==> src/rtl/axi_lite_bram_ctrl.sv <==
// ---------------------------------------------------------------------------
// axi_lite_bram_ctrl
//   AXI4-Lite slave that turns single-beat reads and writes into transactions
//   on one port of a big-endian ([0:31]) dual-port BRAM block.
//
// Ports
//   S_AXI_ACLK / S_AXI_ARESET  clock, asynchronous active-high reset
//   S_AXI_AW* / S_AXI_W*       write address / data channels
//   S_AXI_B*                   write response channel (always OKAY)
//   S_AXI_AR* / S_AXI_R*       read address / data channels (always OKAY)
//   BRAM_*                     BRAM port: clock, reset, enable, byte write
//                              enables, byte address, write and read data
//   o_dbg_state                current FSM state, for observation only
//
// Handshake rule on every channel: a transfer happens on the rising clock
// edge where both VALID and READY are high; the slave raises READY only in
// IDLE, for exactly one cycle, and holds VALID until the matching READY.
// ---------------------------------------------------------------------------
module axi_lite_bram_ctrl #(
  parameter logic [31:0] C_BASEADDR         = 32'h0000_0000,
  parameter int          C_MEMSIZE          = 'h4000,
  parameter int          C_S_AXI_DATA_WIDTH = 32,
  parameter int          C_PORT_AWIDTH      = 32,
  parameter int          C_NUM_WE           = 4
) (
  input  logic                          S_AXI_ACLK,
  input  logic                          S_AXI_ARESET,
  input  logic [31:0]                   S_AXI_AWADDR,
  input  logic                          S_AXI_AWVALID,
  output logic                          S_AXI_AWREADY,
  input  logic [C_S_AXI_DATA_WIDTH-1:0] S_AXI_WDATA,
  input  logic [C_NUM_WE-1:0]           S_AXI_WSTRB,
  input  logic                          S_AXI_WVALID,
  output logic                          S_AXI_WREADY,
  output logic [1:0]                    S_AXI_BRESP,
  output logic                          S_AXI_BVALID,
  input  logic                          S_AXI_BREADY,
  input  logic [31:0]                   S_AXI_ARADDR,
  input  logic                          S_AXI_ARVALID,
  output logic                          S_AXI_ARREADY,
  output logic [C_S_AXI_DATA_WIDTH-1:0] S_AXI_RDATA,
  output logic [1:0]                    S_AXI_RRESP,
  output logic                          S_AXI_RVALID,
  input  logic                          S_AXI_RREADY,
  output logic                          BRAM_Rst,
  output logic                          BRAM_Clk,
  output logic                          BRAM_EN,
  output logic [0:C_NUM_WE-1]           BRAM_WEN,
  output logic [0:C_PORT_AWIDTH-1]      BRAM_Addr,
  output logic [0:C_S_AXI_DATA_WIDTH-1] BRAM_Dout,
  input  logic [0:C_S_AXI_DATA_WIDTH-1] BRAM_Din,
  output logic [2:0]                    o_dbg_state
);

  typedef enum logic [2:0] {
    S_IDLE    = 3'd0,
    S_WR_BRAM = 3'd1,
    S_WR_RESP = 3'd2,
    S_RD_BRAM = 3'd3,
    S_RD_WAIT = 3'd4,
    S_RD_RESP = 3'd5
  } state_t;

  // Offset inside the window, word aligned (the two byte-lane bits dropped).
  localparam logic [31:0] LP_OFF_MASK = (32'(C_MEMSIZE) - 32'd1) & 32'hFFFF_FFFC;

  state_t                          r_state;
  logic                            r_wr_ready;   // drives AWREADY and WREADY together
  logic                            r_ar_ready;
  logic                            r_bvalid;
  logic                            r_rvalid;
  logic                            r_last_wr;    // 1: last grant was a write
  logic                            r_en;
  logic [C_NUM_WE-1:0]             r_wen;
  logic [C_PORT_AWIDTH-1:0]        r_addr;
  logic [C_S_AXI_DATA_WIDTH-1:0]   r_dout;
  logic [C_S_AXI_DATA_WIDTH-1:0]   r_rdata;

  logic [31:0] w_aw_off;
  logic [31:0] w_ar_off;
  logic        w_wr_elig;
  logic        w_rd_elig;

  assign w_aw_off  = (S_AXI_AWADDR - C_BASEADDR) & LP_OFF_MASK;
  assign w_ar_off  = (S_AXI_ARADDR - C_BASEADDR) & LP_OFF_MASK;
  // A lone AWVALID is never accepted: address and data are taken together.
  assign w_wr_elig = S_AXI_AWVALID & S_AXI_WVALID;
  assign w_rd_elig = S_AXI_ARVALID;

  always_ff @(posedge S_AXI_ACLK or posedge S_AXI_ARESET) begin
    if (S_AXI_ARESET) begin
      r_state    <= S_IDLE;
      r_wr_ready <= 1'b0;
      r_ar_ready <= 1'b0;
      r_bvalid   <= 1'b0;
      r_rvalid   <= 1'b0;
      r_last_wr  <= 1'b0;
      r_en       <= 1'b0;
      r_wen      <= '0;
      r_addr     <= '0;
      r_dout     <= '0;
      r_rdata    <= '0;
    end else begin
      case (r_state)
        S_IDLE: begin
          if (r_wr_ready) begin
            r_wr_ready <= 1'b0;
            if (w_wr_elig) begin
              r_addr    <= C_PORT_AWIDTH'(w_aw_off);
              r_dout    <= S_AXI_WDATA;
              r_wen     <= S_AXI_WSTRB;
              r_en      <= 1'b1;
              r_last_wr <= 1'b1;
              r_state   <= S_WR_BRAM;
            end
          end else if (r_ar_ready) begin
            r_ar_ready <= 1'b0;
            if (w_rd_elig) begin
              r_addr    <= C_PORT_AWIDTH'(w_ar_off);
              r_wen     <= '0;
              r_en      <= 1'b1;
              r_last_wr <= 1'b0;
              r_state   <= S_RD_BRAM;
            end
          end else if (w_wr_elig && (!w_rd_elig || !r_last_wr)) begin
            // Round-robin: on contention the write wins only if a read went last.
            r_wr_ready <= 1'b1;
          end else if (w_rd_elig) begin
            r_ar_ready <= 1'b1;
          end
        end
        S_WR_BRAM: begin
          r_en     <= 1'b0;
          r_wen    <= '0;
          r_bvalid <= 1'b1;
          r_state  <= S_WR_RESP;
        end
        S_WR_RESP: begin
          if (S_AXI_BREADY) begin
            r_bvalid <= 1'b0;
            r_state  <= S_IDLE;
          end
        end
        S_RD_BRAM: begin
          r_en    <= 1'b0;
          r_state <= S_RD_WAIT;
        end
        S_RD_WAIT: begin
          // BRAM output is valid one cycle after the enabled read edge.
          r_rdata  <= BRAM_Din;
          r_rvalid <= 1'b1;
          r_state  <= S_RD_RESP;
        end
        S_RD_RESP: begin
          if (S_AXI_RREADY) begin
            r_rvalid <= 1'b0;
            r_state  <= S_IDLE;
          end
        end
        default: r_state <= S_IDLE;
      endcase
    end
  end

  assign S_AXI_AWREADY = r_wr_ready;
  assign S_AXI_WREADY  = r_wr_ready;
  assign S_AXI_ARREADY = r_ar_ready;
  assign S_AXI_BVALID  = r_bvalid;
  assign S_AXI_BRESP   = 2'b00;
  assign S_AXI_RVALID  = r_rvalid;
  assign S_AXI_RRESP   = 2'b00;
  assign S_AXI_RDATA   = r_rdata;
  // Ascending BRAM ranges: vector assignment maps AXI bit 31 onto BRAM bit 0.
  assign BRAM_Rst      = S_AXI_ARESET;
  assign BRAM_Clk      = S_AXI_ACLK;
  assign BRAM_EN       = r_en;
  assign BRAM_WEN      = r_wen;
  assign BRAM_Addr     = r_addr;
  assign BRAM_Dout     = r_dout;
  assign o_dbg_state   = r_state;

endmodule

==> config.mk <==
export PLATFORM = sky130hd
export DESIGN_NAME = axi_lite_bram_ctrl
export DESIGN_NICKNAME = d
export VERILOG_FILES = /design/src/rtl/axi_lite_bram_ctrl.sv
export SDC_FILE = /design/constraint.sdc
export NUM_CORES = 1
export LEC_CHECK = 0
export ABC_CLOCK_PERIOD_IN_PS = 4000
export CAP_MARGIN = 40
export CORE_MARGIN = 4
export CORE_UTILIZATION = 37
export DETAILED_ROUTE_END_ITERATION = 12
export GPL_TIMING_DRIVEN = 1
export PLACE_DENSITY = 0.82
export SETUP_SLACK_MARGIN = 0.2
export SLEW_MARGIN = 5
export SYNTH_ARGS = -nofsm -noshare
export SYNTH_HDL_FRONTEND = slang
export SYNTH_SLANG_ARGS = --single-unit
export TNS_END_PERCENT = 50
==> constraint.sdc <==
create_clock -name S_AXI_ACLK -period 4 [get_ports S_AXI_ACLK]
set_input_delay 0.8 -clock S_AXI_ACLK [delete_from_list [all_inputs] [get_ports S_AXI_ACLK]]
set_output_delay 0.8 -clock S_AXI_ACLK [all_outputs]
set_load 0.02 [all_outputs]
==> results.toml, run 1 <==
[sta]
clock_skew_ns = 0.0121
setup_viol = 0
rsz0062_at_grt = "no"
hold_viol = 0
worst_pin_slew_ns = 0.804
maxSlewViolCount = 0
fin_ws_ns = 0.437
tns_ns = 0
relSlewSlack_pct = 46.4
holdWs_ns = 0.481

[grt]
grt_overflow = 0
antenna_found_initial = 0
grt_max_degree = 46
grt_pass1_vias = 3016
grt_pass1_wl_microns = 15200
grtUsageTotal_pct = 15.4

[synth]
synth_cells = 261
ys_seq_area_share_pct = 56.2
synthesis.area_sq_um = 3960
synthFlopType = "dfrtp_1"
syn_area_per_cell_sq_um = 15.2
ys_seq_elements = 89
synth.distinct_cells = 32
asyncSetResetFlopFracSynth_pct = 100
synth.most_common_cell = "dfrtp_1"
yosys.area.top_type = "dfrtp_1"
synth_top_area_share_pct = 56.2
synth_edf_count = 0
synth_commonest_cells = "89 x dfrtp_1, 54 x mux2_2, 27 x buf_4, 26 x mux2_4, 9 x mux2_1"
synth-warning-count = 0
synth_area_leaders = "dfrtp_1 56%, mux2_2 15%, mux2_4 9.9%"

[placement]
pre_cts_slack_ns = 0.692
port_buffers = 189
postPlaceCellArea_sq_um = 5780
finalWeightedCongestion = 0.756
place_hpwl_microns = 7190

[routing]
detail_route.first_pass.iterations = 4
vias = 2704
wire_per_inst_microns = 16.3
totalWireLength_microns = 9570
drtIter0Drc = 46
ant_nets = 0
viasPerCell = 4.59
drc = 0

[die]
num_io_pins = 254
start_util_pct = 38.2
die_h_microns = 111
die_area_sq_um = 12400
num_rows = 37
coreArea_sq_um = 10400
die_x_microns = 111

[pwr]
total_power_mw = 4.80
powerDensity_nw_per_um2 = 795
p_leak_nw = 2.57
ir_drop_mv = 0.439

[setup_path]
crit_path_start_kind = "clock port"
crit_arrival_ns = 2.76
cp.required_ns = 3.20
crit_type = "clk2out"
rrSetupSlack_ns = 1.43
cp_max_fo = 2
end_kind = "output port"

[finish]
antenna_cells = 0
fill_cells = 871
layout-drive-gt1-share_pct = 23.2
fin_nets = 587
final_area_sq_um = 6040
register_area_sq_um = 2230
multi_input_area_sq_um = 1450
area_delta_synth_final_pct = 52.4

[cts]
ctsHoldBuffers = 0
cts_resized = 0
post_cts_buffers = 0
cts_tree = "built"
clk_latency_ns = 0.44
clk_pin_slew_worst_paths_ns = 0.08

[status]
status = "finished, final reports clean"

[flow_run]
max_cap_violations = 0

[min_path]
holdCritPathClass = "reg2reg"
## layout by cell type, fill, tap and decap left out, types with 4 or more instances in the layout
cell,n
clkdlybuf4s50_1,189
mux2_1,9
mux2_4,26
nor2_1,4
a22o_1,4
mux2_2,54
nand2_1,6
dfrtp_1,89
conb_1,24
clkbuf_8,14
## final timing paths
path | start | to | depth (start not counted)
min in group asynchronous | S_AXI_ARESET | BRAM_Dout[3] | 2
worst max-delay path | S_AXI_ACLK | BRAM_Clk | 3
worst min-delay path | S_AXI_RVALID | S_AXI_RVALID | 1
max in group asynchronous | S_AXI_ARESET | S_AXI_RDATA[22] | 3
worst max register to register | S_AXI_AWREADY | BRAM_Dout[7] | 3
worst min register to register | S_AXI_RVALID | S_AXI_RVALID | 1
## area by class of cell
type | instances | share of cell area [%]
clock buffers | 15 | 3.36
clock inverters | 5 | 1.02
inverters | 4 | 0.269
multi-input cells | 150 | 24.0
flip-flops and latches | 89 | 36.9
well taps | 136 | 2.82
repair buffers | 190 | 31.6
## logic make-up (layout without fill, tap and decap cells)
kind of cell    Yosys count  count (layout)  synth area share [%]
mux                      89              89                  27.8
flops                    89              89                  56.2
buf+inv                  45             214                  9.38
simple gates             19              19                  2.91
compound gates           18              18                  3.63
other cells               1              24                0.0947
## worst max-delay path, stage by stage
cell             delay [ns]
clkbuf_8               0.11
clkbuf_8               0.12
clkdlybuf4s50_1        0.53
## state kept, by name, indices dropped and copies added (netlist names)
name and count:
S_AXI_AWREADY 1, BRAM_Dout 32, o_dbg_state 3, S_AXI_ARREADY 1, BRAM_Addr 12, BRAM_EN 1
r_last_wr 1, S_AXI_RDATA 32, S_AXI_BVALID 1, S_AXI_RVALID 1, BRAM_WEN 4
## routing by layer
| metal | vias up | part of all wire [%] | GRT usage, % |
|---|---|---|---|
| li1 | 1229 | - | - |
| met1 | 1321 | 39 | 17.3 |
| met5 | - | 0 | 0 |
| met2 | 138 | 50 | 25.7 |
| met4 | 0 | 2.1 | 7.38 |
| met3 | 16 | 9.0 | 5.87 |
## power breakdown
part	internal, mW	switching [mW]
combinational	1.34	1.08
sequential	1.34	0.284
clock	0.409	0.350
## per-stage QoR
step	std cells	utilization, %
after floorplan	284	-
after global placement	570	55.8
after detailed placement	570	55.8
after CTS	589	58.2
after global routing	589	58.2
final	589	58.2
Power figures use the tool's default switching activity.
==> run 2: changes to the inputs <==
- CORE_ASPECT_RATIO: default -> 1.1
- CORE_UTILIZATION: 37 -> 40
- DONT_BUFFER_PORTS: default -> 1
- MAX_ROUTING_LAYER: default -> met4
- PLACE_DENSITY: 0.82 -> default
==> run 2 against run 1 <==
Net effect: clock skew decreased by 0.0014 ns; global-route usage shrank 1.4 points; hold slack got worse by 0.27 ns; clock-buffer cell count fell by 5; die area fell by 7.0%; critical endpoint unchanged; sequential share of layout area rose by 17 points; largest cell class unchanged; highest routed layer unchanged; via count down 28%; flip-flop and latch count stayed put; total power decreased by 18%; register-to-register slack improved by 0.32 ns; critical path type unchanged; cell count down 35%.
==> results.toml, run 2 (synthesis gave the netlist of run 1 again) <==
[placement]
postPlaceCellArea_sq_um = 3910
place_hpwl_microns = 5910
finalWeightedCongestion = 0.684
port_buffers = 0

[grt]
grt_most_used_layer = "met2"
grt_max_degree = 43
grt_util_met3_pct = 5.47
grtUsageTotal_pct = 14.0
grt_use_met2_pct = 22.0
grt_pass1_wl_microns = 11700
grt_pass1_vias = 2136
antenna_found_initial = 0
grt_overflow = 0
met1_usage_pct = 15.4

[setup_path]
cp.required_ns = 3.20
crit_type = "clk2out"
r2r-start = "o_dbg_state[1]"
crit_arrival_ns = 2.00
rrSetupSlack_ns = 1.75
reg2reg_depth = 3
r2r_end = "BRAM_Dout[12]"
end_kind = "output port"
crit_path_start_kind = "clock port"
cp_max_fo = 2

[routing]
totalWireLength_microns = 7850
drc = 0
viasPerCell = 5.12
detail_route.first_pass.iterations = 3
drtIter0Drc = 62
vias = 1946
wire_per_inst_microns = 20.7
ant_nets = 0

[cts]
clk_latency_ns = 0.35
ctsHoldBuffers = 0
htreeDepth = 3
clk_pin_slew_worst_paths_ns = 0.09
post_cts_buffers = 0
cts_tree = "built"
cts_resized = 0
cts_buffer_depth = 2
numCtsBuffers = 9
cts_sinks = 89
clock_tree.root_cell = "clkbuf_8"

[sta]
relSlewSlack_pct = 48.3
clock_skew_ns = 0.0107
setup_viol = 0
tns_ns = 0
rsz0062_at_grt = "no"
hold_viol = 0
worst_pin_slew_ns = 0.775
maxSlewViolCount = 0

[die]
start_util_pct = 41.7
die_h_microns = 112
die_area_sq_um = 11600
num_io_pins = 254
coreArea_sq_um = 9490
num_rows = 37
die_x_microns = 103

[pwr]
powerDensity_nw_per_um2 = 941
p_leak_nw = 1.86
ir_drop_mv = 0.326

[finish]
layout-drive-gt1-share_pct = 39.2
area_delta_synth_final_pct = 5.15
antenna_cells = 0
fin_nets = 398
final_cell_mix = "89 x dfrtp_1, 54 x mux2_2, 26 x mux2_4, 24 x conb_1"
final_area_sq_um = 4170
final_common_cell = "dfrtp_1"

[status]
status = "finished, final reports clean"

[min_path]
holdCritPathClass = "in2async"

[flow_run]
max_cap_violations = 0
run 2: cell types whose count changed in the layout (fill, tap and decap cells not counted):
cell / previous run / this run
clkdlybuf4s50_1: 189 / 0
clkbuf_8: 14 / 9
bufinv_16: 1 / 4
buf_4: 1 / 3
inv_6: 2 / 0
buf_16: 0 / 1
clkbuf_1: 0 / 1
clkinv_2: 2 / 1
run 2: worst max-delay path by stage:
| stage | from | endpoint | slack (ns) | cells after the start |
|---|---|---|---|---|
| after floorplan | S_AXI_ARESET | BRAM_Addr[18] | 0.89 | 1 |
| after global placement | S_AXI_ACLK | BRAM_Clk | 1.20 | 0 |
| after detailed placement | S_AXI_ACLK | BRAM_Clk | 1.20 | 0 |
| after CTS | S_AXI_ACLK | BRAM_Clk | 1.20 | 0 |
| after global routing | S_AXI_ACLK | BRAM_Clk | 1.20 | 0 |
| final | S_AXI_ACLK | BRAM_Clk | 1.20 | 0 |
run 2: layout make-up:
class | instances | area, sq um
clock inverter | 5 | 129
fill | 847 | 5330
timing repair buffer | 5 | 70.1
inverter | 4 | 16.3
multi-input combinational | 150 | 1450
tap | 117 | 146
sequential | 89 | 2230
clock buffer | 10 | 128
run 2: layer usage:
metal  vias up  share of wire, %
li1        847                 -
met1       974                35
met2       110                53
met3        15               9.8
met4         0               2.3
met5         -                 0
run 2: power by group:
| group | switching, mW | internal, mW | total [mW] | leakage [nW] |
|---|---|---|---|---|
| registers | 0.885 | 1.33 | 2.22 | 1.10 |
| clock network | 0.308 | 0.476 | 0.784 | 0.127 |
| logic | 0.345 | 0.574 | 0.919 | 0.636 |
| total | 1.54 | 2.38 | 3.92 | 1.86 |
run 2: through the flow:
step	std cells	hold slack [ns]	power (mW)	setup WS (ns)	util, %
floorplan	284	0.493	3.04	0.893	-
global placement	363	0.521	3.12	1.20	40.7
detailed placement	365	0.574	3.19	1.20	41.2
CTS	380	0.188	3.99	1.20	43.9
global route	380	0.183	4.14	1.20	43.9
finish	380	0.209	3.92	1.20	43.9
==> run 3: changes to the inputs <==
- ABC_CLOCK_PERIOD_IN_PS: 4000 -> 2810
- clock period: 4 -> 2.81 ns (I/O delays scaled with it)
==> run 3 against run 2 <==
Net effect: sequential power up 41%; critical endpoint is now BRAM_Dout[7]; first-iteration DRC count shrank 32%; non-clock buffer count increased by 2; die area unchanged; total power is 34% higher.
==> results.toml, run 3 (synthesis gave the netlist of run 1 again) <==
[sta]
relSlewSlack_pct = 64.7
fmax_mhz = 482
hold_viol = 0
setup_viol = 0
rsz0062_at_grt = "no"
worst_pin_slew_ns = 0.528
fin_crit_sh_pct = 73.8
clock_skew_ns = 0.0129
maxSlewViolCount = 0
period_minus_slack_ns = 2.07
tns_ns = 0

[grt]
grt_pass1_wl_microns = 11900
grt_most_used_layer = "met2"
grt_max_degree = 47
grtUsageTotal_pct = 13.9
met1_usage_pct = 16.1
grt_overflow = 0
antenna_found_initial = 0
grt_pass1_vias = 2207
grt_use_met2_pct = 22.5
grt_util_met3_pct = 3.92

[cts]
clk_pin_slew_worst_paths_ns = 0.09
clk_latency_ns = 0.35
post_cts_buffers = 0
cts_sinks = 89
numCtsBuffers = 9
ctsHoldBuffers = 0
cts_resized = 0
htreeDepth = 3
clock_tree.root_cell = "clkbuf_8"
cts_buffer_depth = 2
cts_tree = "built"

[status]
status = "finished, final reports clean"

[setup_path]
crit_arrival_ns = 2.31
cp.required_ns = 3.05
cp_slowest_cell = "dfrtp_1"
max_stage_delay_ns = 0.56
critPathBufInv = 1
end_kind = "flop"
crit_type = "reg2reg"
cp_cell_sequence = "or3_4 > nor2_8 > buf_12 > mux2_2"
cp_max_fo = 26
crit_family = "simple AND/OR/NAND/NOR gates"
crit_path_start_kind = "flop"

[routing]
ant_nets = 0
drc = 0
vias = 1942
totalWireLength_microns = 7840
viasPerCell = 5.07
drtIter0Drc = 42
wire_per_inst_microns = 20.5
detail_route.first_pass.iterations = 4

[finish]
final_common_cell = "dfrtp_1"
layout-drive-gt1-share_pct = 39.8
final_cell_mix = "89 x dfrtp_1, 54 x mux2_2, 26 x mux2_4, 24 x conb_1, 10 x clkbuf_8"
multi_input_area_sq_um = 1450
final_area_sq_um = 4130
fin_nets = 400
antenna_cells = 0
register_area_sq_um = 2230
area_delta_synth_final_pct = 4.33
fill_cells = 849

[placement]
port_buffers = 0
finalWeightedCongestion = 0.678
place_hpwl_microns = 6010
postPlaceCellArea_sq_um = 3950

[die]
die_h_microns = 112
coreArea_sq_um = 9490
num_io_pins = 254
num_rows = 37
die_x_microns = 103
die_area_sq_um = 11600
start_util_pct = 41.7

[pwr]
ir_drop_mv = 0.522
p_leak_nw = 1.83
powerDensity_nw_per_um2 = 1270
total_power_mw = 5.27

[min_path]
holdCritPathClass = "in2async"

[flow_run]
max_cap_violations = 0
run 3: changes by cell type in the layout (fill, tap and decap cells not counted):
cell,change
bufinv_16,-4
clkinvlp_4,+4
buf_12,+2
clkbuf_8,+1
clkinv_2,-1
inv_6,+1
run 3: cell type report:
class / count / share of cell area [%]
Clock buffer: 11 / 3.42
Clock inverter: 5 / 0.969
Inverter: 4 / 0.454
Multi-Input combinational cell: 150 / 35.1
Sequential cell: 89 / 53.9
Tap cell: 117 / 3.54
Timing Repair Buffer: 7 / 2.66
run 3: per-stage QoR:
| step | utilization (%) | setup WS (ns) | hold slack (ns) | cells |
|---|---|---|---|---|
| finish | 43.5 | 0.737 | 0.111 | 383 |
| global route | 43.5 | 0.600 | 0.118 | 383 |
| floorplan | - | 0.709 | 0.493 | 284 |
| CTS | 43.5 | 0.697 | 0.102 | 383 |
| detailed placement | 41.6 | 0.695 | 0.496 | 367 |
| global placement | 41.3 | 0.722 | 0.523 | 366 |
run 3: metal layers:
layer,up-vias,part of all wire [%]
met5,-,0
met4,0,1.7
met3,9,9.0
met2,114,53
met1,961,36
li1,858,-
run 3: path summary, 6_finish.rpt:
check	startpoint	end	slack, ns	cells after the start
max	o_dbg_state[1]	BRAM_Dout[7]	0.74	4
min	S_AXI_ARESET	BRAM_Addr[20]	0.11	1
max in group asynchronous	S_AXI_ARESET	BRAM_Dout[30]	1.92	3
min reg2reg	r_last_wr	r_last_wr	0.56	2
max reg2reg	o_dbg_state[1]	BRAM_Dout[7]	0.74	4
min in group S_AXI_ACLK	S_AXI_WDATA[12]	BRAM_Dout[19]	0.35	1
run 3: worst register-to-register path, delay by kind of cell, from the launching register on:
| family | cells | cell delay, ns |
|---|---|---|
| multiplexers | 1 | 0.38 |
| buffers and inverters | 1 | 0.25 |
| AND/OR/NAND/NOR | 2 | 0.78 |
| flip-flops | 1 | 0.56 |
run 3: power by group:
| part | internal [mW] | total, mW | switching [mW] |
|---|---|---|---|
| clock network | 0.351 | 0.809 | 0.458 |
| registers | 1.90 | 3.13 | 1.23 |
| logic | 0.823 | 1.33 | 0.510 |
